## src/rtl/mm_pkg.sv

```systemverilog
// Shared types and helpers for the 3x3 matrix-multiply MAC sequencer.
// Element [r][c] of a flat operand sits at bit offset (3r+c)*WIDTH.
package mm_pkg;

    localparam int WIDTH_DEF = 4;

    // Wide enough for three full-scale products summed together.
    function automatic int acc_w(input int w);
        return 2 * w + 2;
    endfunction

    typedef enum logic [1:0] {
        IDLE,
        CALC,
        OUT,
        DONE
    } state_t;

    typedef logic [1:0] idx_t;

    function automatic int elem_lsb(input idx_t r, input idx_t c, input int w);
        return (3 * int'(r) + int'(c)) * w;
    endfunction

endpackage

```

## src/rtl/mm_mac_pe.sv

```systemverilog
// Single multiply-accumulate processing element: combinational product,
// registered accumulator with synchronous clear taking priority over enable.
module mm_mac_pe
    import mm_pkg::*;
#(
    parameter int WIDTH = WIDTH_DEF,
    parameter int ACC_W = acc_w(WIDTH)
) (
    input  logic             clk,
    input  logic             rst_n,
    input  logic [WIDTH-1:0] a,
    input  logic [WIDTH-1:0] b,
    input  logic             clr,
    input  logic             en,
    output logic [ACC_W-1:0] acc
);

    logic [2*WIDTH-1:0] prod;
    logic [ACC_W-1:0]   acc_q;
    logic [ACC_W-1:0]   acc_d;

    assign prod = a * b;

    // NOTE: next-state defaults to the held value first, so no path can infer a latch.
    always_comb begin
        acc_d = acc_q;
        if (clr) begin
            acc_d = '0;
        end else if (en) begin
            acc_d = acc_q + {{(ACC_W - 2 * WIDTH){1'b0}}, prod};
        end
    end

    // NOTE: sequential state uses non-blocking assignments only.
    always_ff @(posedge clk or negedge rst_n) begin
        if (!rst_n) begin
            acc_q <= '0;
        end else begin
            acc_q <= acc_d;
        end
    end

    assign acc = acc_q;

endmodule

```

## src/rtl/mm3x3_mac_sched.sv

```systemverilog
// Computes C = A x B for 3x3 unsigned matrices on one shared MAC, walking C in
// row-major order and streaming each element out on a valid/ready port.
module mm3x3_mac_sched
    import mm_pkg::*;
#(
    parameter  int WIDTH = WIDTH_DEF,
    localparam int ACC_W = acc_w(WIDTH)
) (
    input  logic               clk,
    input  logic               rst_n,
    input  logic               start,
    input  logic [9*WIDTH-1:0] a_flat,
    input  logic [9*WIDTH-1:0] b_flat,
    output logic               busy,
    output logic               res_valid,
    input  logic               res_ready,
    output logic [ACC_W-1:0]   res_data,
    output logic [1:0]         res_row,
    output logic [1:0]         res_col,
    output logic               done
);

    state_t             state_q;
    idx_t               i_q, j_q, k_q;
    logic [9*WIDTH-1:0] a_q, b_q;
    logic               busy_q, valid_q, done_q;

    logic [9*WIDTH-1:0] a_sel, b_sel;
    logic [WIDTH-1:0]   pe_a, pe_b;
    logic               pe_clr, pe_en;
    logic [ACC_W-1:0]   pe_acc;

    // Shifting instead of a variable part-select keeps the index width honest.
    assign a_sel = a_q >> elem_lsb(i_q, k_q, WIDTH);
    assign b_sel = b_q >> elem_lsb(k_q, j_q, WIDTH);
    assign pe_a  = a_sel[WIDTH-1:0];
    assign pe_b  = b_sel[WIDTH-1:0];

    assign pe_en  = (state_q == CALC);
    assign pe_clr = ((state_q == IDLE) && start) || ((state_q == OUT) && res_ready);

    mm_mac_pe #(
        .WIDTH(WIDTH),
        .ACC_W(ACC_W)
    ) u_pe (
        .clk  (clk),
        .rst_n(rst_n),
        .a    (pe_a),
        .b    (pe_b),
        .clr  (pe_clr),
        .en   (pe_en),
        .acc  (pe_acc)
    );

    always_ff @(posedge clk or negedge rst_n) begin
        if (!rst_n) begin
            state_q <= IDLE;
            i_q     <= '0;
            j_q     <= '0;
            k_q     <= '0;
            // NOTE: operand registers are reset too; they are small and the outputs must read zero.
            a_q     <= '0;
            b_q     <= '0;
            busy_q  <= 1'b0;
            valid_q <= 1'b0;
            done_q  <= 1'b0;
        end else begin
            case (state_q)
                IDLE: begin
                    if (start) begin
                        a_q     <= a_flat;
                        b_q     <= b_flat;
                        i_q     <= '0;
                        j_q     <= '0;
                        k_q     <= '0;
                        busy_q  <= 1'b1;
                        state_q <= CALC;
                    end
                end
                CALC: begin
                    if (k_q == 2'd2) begin
                        k_q     <= '0;
                        valid_q <= 1'b1;
                        state_q <= OUT;
                    end else begin
                        k_q <= k_q + 2'd1;
                    end
                end
                OUT: begin
                    if (res_ready) begin
                        valid_q <= 1'b0;
                        if ((i_q == 2'd2) && (j_q == 2'd2)) begin
                            busy_q  <= 1'b0;
                            done_q  <= 1'b1;
                            state_q <= DONE;
                        end else begin
                            if (j_q == 2'd2) begin
                                j_q <= '0;
                                i_q <= i_q + 2'd1;
                            end else begin
                                j_q <= j_q + 2'd1;
                            end
                            state_q <= CALC;
                        end
                    end
                end
                DONE: begin
                    done_q  <= 1'b0;
                    state_q <= IDLE;
                end
                default: state_q <= IDLE;
            endcase
        end
    end

    assign busy      = busy_q;
    assign done      = done_q;
    assign res_valid = valid_q;
    assign res_data  = valid_q ? pe_acc : '0;
    assign res_row   = valid_q ? i_q : '0;
    assign res_col   = valid_q ? j_q : '0;

endmodule

```

## config.mk

```make
export PLATFORM = sky130hd
export DESIGN_NAME = mm3x3_mac_sched
export DESIGN_NICKNAME = d
export VERILOG_FILES = /design/src/rtl/mm_pkg.sv /design/src/rtl/mm_mac_pe.sv /design/src/rtl/mm3x3_mac_sched.sv
export SDC_FILE = /design/constraint.sdc
export NUM_CORES = 1
export LEC_CHECK = 0
export ABC_AREA = 0
export CAP_MARGIN = 20
export CORE_UTILIZATION = 35
export DETAILED_ROUTE_END_ITERATION = 10
export PLACE_DENSITY = 0.61
export SYNTH_ARGS = -nofsm -noshare
export SYNTH_HDL_FRONTEND = slang
export SYNTH_SLANG_ARGS = --single-unit
export TNS_END_PERCENT = 30
```

## constraint.sdc

```tcl
create_clock -name clk -period 7.07 [get_ports clk]
set_input_delay 1.0605 -clock clk [delete_from_list [all_inputs] [get_ports clk]]
set_output_delay 1.0605 -clock clk [all_outputs]
set_load 0.05 [all_outputs]
```

==> summary.md, run 1 <==
| Metric | Value |
|---|---|
| Clk Latency, worst-skew pair | `0.34 ns` |
| CP Launch Type | `register` |
| Initial antenna violation count | `0` |
| RSZ-0062 raised after global routing | `no` |
| Global-route wire length before repair | `17500 um` |
| Setup TNS | `0 ns` |
| Hold Vio Cnt, Final | `0` |
| TritonCTS Buffers | `9` |
| Period minus WS final | `5.97 ns` |
| Max Freq | `roughly 170 MHz` |
| Avg WL per Cell | `15.4 um` |
| Critical path start-end classification | `reg -> reg` |
| EDFF count, synth | `0` |
| Area after DPL | `6290 um^2` |
| Synthesized area | `5210 um^2` |
| Crit-path max FO | `9` |
| Setup Viol. Count Final | `0` |
| NumNets Final | `approximately 630` |
| Simple-gate share of the synthesized area | `0.0804` |
| CTS Hold Bufs | `0` |
| Port bufs | `between 90 and 100` |
| Fin. max-slew vios | `0` |
| CTS tree | `built` |
| Worst slack at placement | `1.04 ns` |
| Yosys reg bits | `93` |
| Global Route Usage Sum | `0.152` |
| Post-synthesis compound-gate area fraction | `0.108` |
| Full die area | `15400 um^2` |
| Sink Count | `93` |
| Largest net degree at the start of global routing | `76` |
| Diode count | `0` |
| Distinct cells, synth | `43` |
| Cell count after synthesis | `about 430` |
| Worst hold path class | `reg -> reg` |
| Async SR Flop Fraction | `1.00` |
| Layout cells sized above 1 | `0.201` |
| Clk pin slew, worst setup/hold paths | `~0.070 ns` |
| Fraction of the yosys area taken by sequential cells | `0.446` |
| Starting density of the core | `0.359` |
| Fin area | `6600 um^2` |
| Crit. End Element | `register` |
| Mux share of post-synthesis cell area | `0.206` |
| Status | `completed` |
| Syn nets | `546` |
| Pre-antenna DRT Iters | `4` |
| Synthesized area per cell | `12.1 um^2` |
| Drt initial violations | `155` |
| RD Place Congestion | `0.819` |
| Final global-route overflow total | `0` |
| CTS Buffer Depth | `2` |
| # fillers | `1358` |
| Site Rows | `between 40 and 50` |
| Ports | `93` |
| Clock skew | `around 0.0066 ns` |
| P&R area growth vs syn | `26.6%` |
| Main combinational cell family by area after synthesis | `multiplexers` |
| Remaining DRCs | `0` |
| Final ANT Viol Nets | `0` |
| Top_reg_cell synth | `dfrtp_1` |
| Vias in the first global route | `3499` |
| Die Width | `124 um` |
| Via count | `between 3000 and 4000` |
| Hpwl dp | `8310 um` |
| Post-CTS sizing | `0` |
| Post-CTS setup buffers | `0` |
| Max-cap viol count | `0` |
| DR vias/cell | `5.05` |
| Die Ht | `between 100 and 150 um` |
| Total wire length | `10900 um` |
| Root buffer cell | `clkbuf_16` |
| Crit path DAT | `6.18 ns` |
| Setup slack after layout | `1.10 ns` |
| H-tree depth | `3` |
| Critical Path RT | `7.28 ns` |
| Slew HR | `0.349` |
| Fin crit share | `0.844` |
| Synth Area in XOR/XNOR | `0.00840` |
| Adder-cell share of the synthesized area | `0.112` |
| Core area | `14500 um^2` |
| Least-Margin Pin Slew | `0.977 ns` |
| Synthesis Warnings | `0` |
## cell families after synthesis
logic type | count (synthesis)
xor+xnor | 5
compound gates | 78
fa+ha+maj | 39
mux | 92
flops | 93
buf+inv | 48
simple gates | 76
## metal layers
metal / routed length (um) / part of all wire / GRT usage
met1: 4970 / 0.46 / 0.199
met2: 5250 / 0.48 / 0.241
met5: 0 / 0 / 0
met4: 217 / 0.020 / 0.0543
met3: 431 / 0.040 / 0.0385
## synthesized netlist by cell type, types with 2 or more instances
library cell  count  area [um^2]
o31ai_1           3         22.5
xor2_1            5         43.8
mux2_2           72          811
nand4_1           2         12.5
a2111oi_2         3         45.0
a31oi_1           7         43.8
nand2b_1          4         25.0
a22o_1            7         61.3
a21o_1            3         22.5
nand2_1          10         37.5
dfrtp_1          93         2330
a21oi_1           7         35.0
nor2_1           24         90.1
a211oi_1         13         97.6
o21ai_0          17         85.1
buf_2            10         50.1
inv_1            30          113
mux4_2            5          113
a21oi_2           3         26.3
and2_1           14         87.6
ha_1             26          325
fa_1             13          260
o211ai_1          2         15.0
nor2b_1          11         68.8
a22oi_1           4         30.0
a2111oi_1         3         30.0
clkbuf_1          6         22.5
o21bai_1          2         15.0
or2_1             4         25.0
mux2i_1          15          150
## worst paths after layout
path | from | endpoint | slack, ns | depth (start not counted)
worst max-delay path | i_q[0]$_DFFE_PN0P_ | u_pe.acc[8]$_DFFE_PN0P_ | 1.10 | 18
worst max register to register | i_q[0]$_DFFE_PN0P_ | u_pe.acc[8]$_DFFE_PN0P_ | 1.10 | 18
worst min-delay path | busy$_DFFE_PN0P_ | busy$_DFFE_PN0P_ | 0.49 | 1
worst min register to register | busy$_DFFE_PN0P_ | busy$_DFFE_PN0P_ | 0.49 | 1
max in group asynchronous | rst_n | b_q[10]$_DFFE_PN0P_ | 5.29 | 2
min in group asynchronous | rst_n | u_pe.acc[1]$_DFFE_PN0P_ | 0.58 | 1
## through the flow
| stage | hold WS (ns) | util | instances |
|---|---|---|---|
| after floorplan | 0.463 | - | 431 |
| after global placement | 0.469 | 0.433 | 691 |
| after detailed placement | 0.486 | 0.433 | 691 |
| after CTS | 0.502 | 0.454 | 706 |
| after global routing | 0.514 | 0.454 | 706 |
| final | 0.494 | 0.454 | 706 |
## sequential cells by signal, summed over array words and instances, names as in the netlist
| signal | count |
|---|---|
| i_q | 2 |
| a_q | 36 |
| busy | 1 |
| done | 1 |
| b_q | 36 |
| u_pe.acc | 10 |
| res_valid | 1 |
| state_q | 2 |
| j_q | 2 |
| k_q | 2 |
## cell usage in the layout (no fill, tap or decap), types with 4 or more instances in the layout
cell type | synthesis | final
mux2i_1 | 15 | 15
inv_1 | 30 | 30
a21oi_1 | 7 | 7
xor2_1 | 5 | 5
nor2_1 | 24 | 24
a22oi_1 | 4 | 4
and2_1 | 14 | 14
a211oi_1 | 13 | 13
dfrtp_1 | 93 | 93
nand2_1 | 10 | 10
or2_1 | 4 | 4
a31oi_1 | 7 | 7
nand2b_1 | 4 | 4
o21ai_0 | 17 | 17
fa_1 | 13 | 13
nor2b_1 | 11 | 11
mux4_2 | 5 | 5
a22o_1 | 7 | 7
clkdlybuf4s50_1 | 0 | 91
ha_1 | 26 | 26
clkbuf_16 | 0 | 9
mux2_2 | 72 | 72
## critical path: stages (launching register included)
cell       delay, ns
dfrtp_1         0.45
fa_1            0.50
ha_1            0.22
fa_1            0.79
mux4_2          0.29
inv_1           0.05
a2111oi_2       0.40
a21oi_2         0.10
or2_1           0.25
fa_1            0.51
fa_1            0.52
fa_1            0.51
inv_1           0.04
ha_1            0.35
o21ai_0         0.28
o21ai_0         0.12
a31oi_1         0.21
xor2_1          0.15
o21ai_0         0.09
## final cells by class
class | count | area [um^2] | area share
sequential | 93 | 2330 | 0.353
inverter | 30 | 113 | 0.0171
timing repair buffer | 94 | 933 | 0.141
clock inverter | 6 | 87.6 | 0.0133
tap | 184 | 230 | 0.0349
clock buffer | 9 | 225 | 0.0341
multi-input combinational | 290 | 2680 | 0.407
Power of run 1 is not shown: default switching activity piles up to over one toggle a cycle in this logic, so the estimate is an artifact.
==> run 2, diff against run 1 <==
--- a/config.mk
+++ b/config.mk
@@ -9,7 +9,7 @@
 export CAP_MARGIN = 20
 export CORE_UTILIZATION = 35
 export DETAILED_ROUTE_END_ITERATION = 10
-export PLACE_DENSITY = 0.61
+export PLACE_DENSITY = 0.63
 export SYNTH_ARGS = -nofsm -noshare
 export SYNTH_HDL_FRONTEND = slang
 export SYNTH_SLANG_ARGS = --single-unit
==> constraint.sdc (replaced) <==
create_clock -name clk -period 5.15 [get_ports clk]
set_input_delay 0.7725 -clock clk [delete_from_list [all_inputs] [get_ports clk]]
set_output_delay 0.7725 -clock clk [all_outputs]
set_load 0.05 [all_outputs]
==> summary.md, run 2 (synthesized netlist as in run 1, its figures left out) <==
| Metric | Value |
|---|---|
| P&R area growth vs syn | `34.7%` |
| Via count | `3676` |
| Final core occ | `0.483` |
| Full die area | `15400 um^2` |
| Max Freq | `187 MHz` |
| Drt initial violations | `around 190` |
| Max-cap viol count | `0` |
| Pre-antenna DRT Iters | `4` |
| Hold Vio Cnt, Final | `0` |
| Crit-path max FO | `6` |
| CTS Buffer Depth | `2` |
| CTS Hold Bufs | `0` |
| Vias in the first global route | `3699` |
| Setup TNS | `-0.833 ns` |
| Most used cells in the layout excluding fill and tap cells | `93 x dfrtp_1, 91 x clkdlybuf4s50_1, 72 x mux2_2, 33 x buf_4, 28 x inv_1` |
| Period minus WS final | `5.35 ns` |
| Final ANT Viol Nets | `0` |
| Critical Path RT | `5.38 ns` |
| Fin crit share | `1.04` |
| H-tree depth | `3` |
| Starting density of the core | `0.359` |
| Global Route Usage Sum | `0.157` |
| Core area | `about 15000 um^2` |
| Port bufs | `92` |
| Crit. End Element | `register` |
| Commonest non-fill, non-tap cell in the layout | `dfrtp_1` |
| Clk Latency, worst-skew pair | `0.35 ns` |
| Worst hold path class | `in -> async` |
| Crit path DAT | `approximately 5.6 ns` |
| RD Place Congestion | `0.814` |
| Fin. max-slew vios | `0` |
| Site Rows | `44` |
| Clk pin slew, worst setup/hold paths | `approximately 0.060 ns` |
| Root buffer cell | `clkbuf_16` |
| Multi-input logic area | `2860 um^2` |
| Initial antenna violation count | `0` |
| Diode count | `0` |
| Reg area | `approximately 2300 um^2` |
| Sink Count | `93` |
| Avg WL per Cell | `15.4 um` |
| CTS tree | `built` |
| Setup slack after layout | `-0.202 ns` |
| Largest net degree at the start of global routing | `63` |
| Ports | `93` |
| Status | `finished with violations` |
| TritonCTS Buffers | `9` |
| Remaining DRCs | `0` |
| Cell Count, Final, Fillers Out | `738` |
| Total wire length | `around 11000 um` |
| Hpwl dp | `8610 um` |
| Setup Viol. Count Final | `5` |
| Clock skew | `0.00500 ns` |
| Slew HR | `0.333` |
| Failing checks | `setup timing` |
| DR vias/cell | `4.98` |
| Layout cells sized above 1 | `0.296` |
| Least-Margin Pin Slew | `1.00 ns` |
| NumNets Final | `664` |
| RSZ-0062 raised after global routing | `yes` |
| Final global-route overflow total | `0` |
| Die Ht | `124 um` |
| CP Launch Type | `register` |
| Die Width | `~120 um` |
| # fillers | `1312` |
| Critical path start-end classification | `reg -> reg` |
| Inst Count DP | `718` |
| Global-route wire length before repair | `18200 um` |
[run 2: final cells by class]
type / instances / share of cell area
inverter: 30 / 0.0160
timing repair buffer: 125 / 0.167
sequential: 93 / 0.331
clock inverter: 2 / 0.00552
tap: 184 / 0.0328
clock buffer: 14 / 0.0405
multi-input combinational: 290 / 0.407
[run 2: path summary, 6_finish.rpt]
check	from	to	slack, ns	cells past startpoint
setup / recovery	k_q[1]$_DFFE_PN0P_	u_pe.acc[7]$_DFFE_PN0P_	-0.20	19
hold / removal	rst_n	a_q[1]$_DFFE_PN0P_	0.36	1
setup reg to reg	k_q[1]$_DFFE_PN0P_	u_pe.acc[7]$_DFFE_PN0P_	-0.20	19
hold reg to reg	busy$_DFFE_PN0P_	busy$_DFFE_PN0P_	0.49	1
max in group asynchronous	rst_n	a_q[18]$_DFFE_PN0P_	3.65	2
min in group clk	busy$_DFFE_PN0P_	busy$_DFFE_PN0P_	0.49	1
[run 2: through the flow]
stage	setup WS, ns	area [um^2]	hold slack (ns)
floorplan	0.00278	5240	0.463
global placement	-0.251	6510	0.484
detailed placement	-0.394	6510	0.486
CTS	-0.239	6890	0.358
global route	-0.425	7020	0.381
finish	-0.202	7020	0.355
[run 2: worst max-delay path: stages, from the launching register on]
cell and delay [ns]:
dfrtp_1 0.40, buf_6 0.13, fa_1 0.46, ha_2 0.21, fa_2 0.65, nor2_4 0.06, a22o_1 0.21, a31oi_1 0.15
a22oi_1 0.11, or2_1 0.27, fa_1 0.57, fa_1 0.44, fa_1 0.51, inv_2 0.05, ha_4 0.25, a211oi_2 0.19
o21bai_1 0.14, a21oi_1 0.18, xor2_1 0.16, o21ai_1 0.08
[run 2: layer usage]
metal  up-vias  global-route usage  wire (um)
met1      1803               0.214       5240
li1       1766                   -          -
met5         -                   0          0
met4         0              0.0722        249
met2        88               0.243       5440
met3        19              0.0293        413
[run 2: what timing repair did]
item / CTS / global route
setup endpoints to repair: 7 / 7
resized for setup: 13 / 23
buffers inserted: 0 / 4
pin swaps: 6 / 15
Power of run 2 is left out for the same reason.
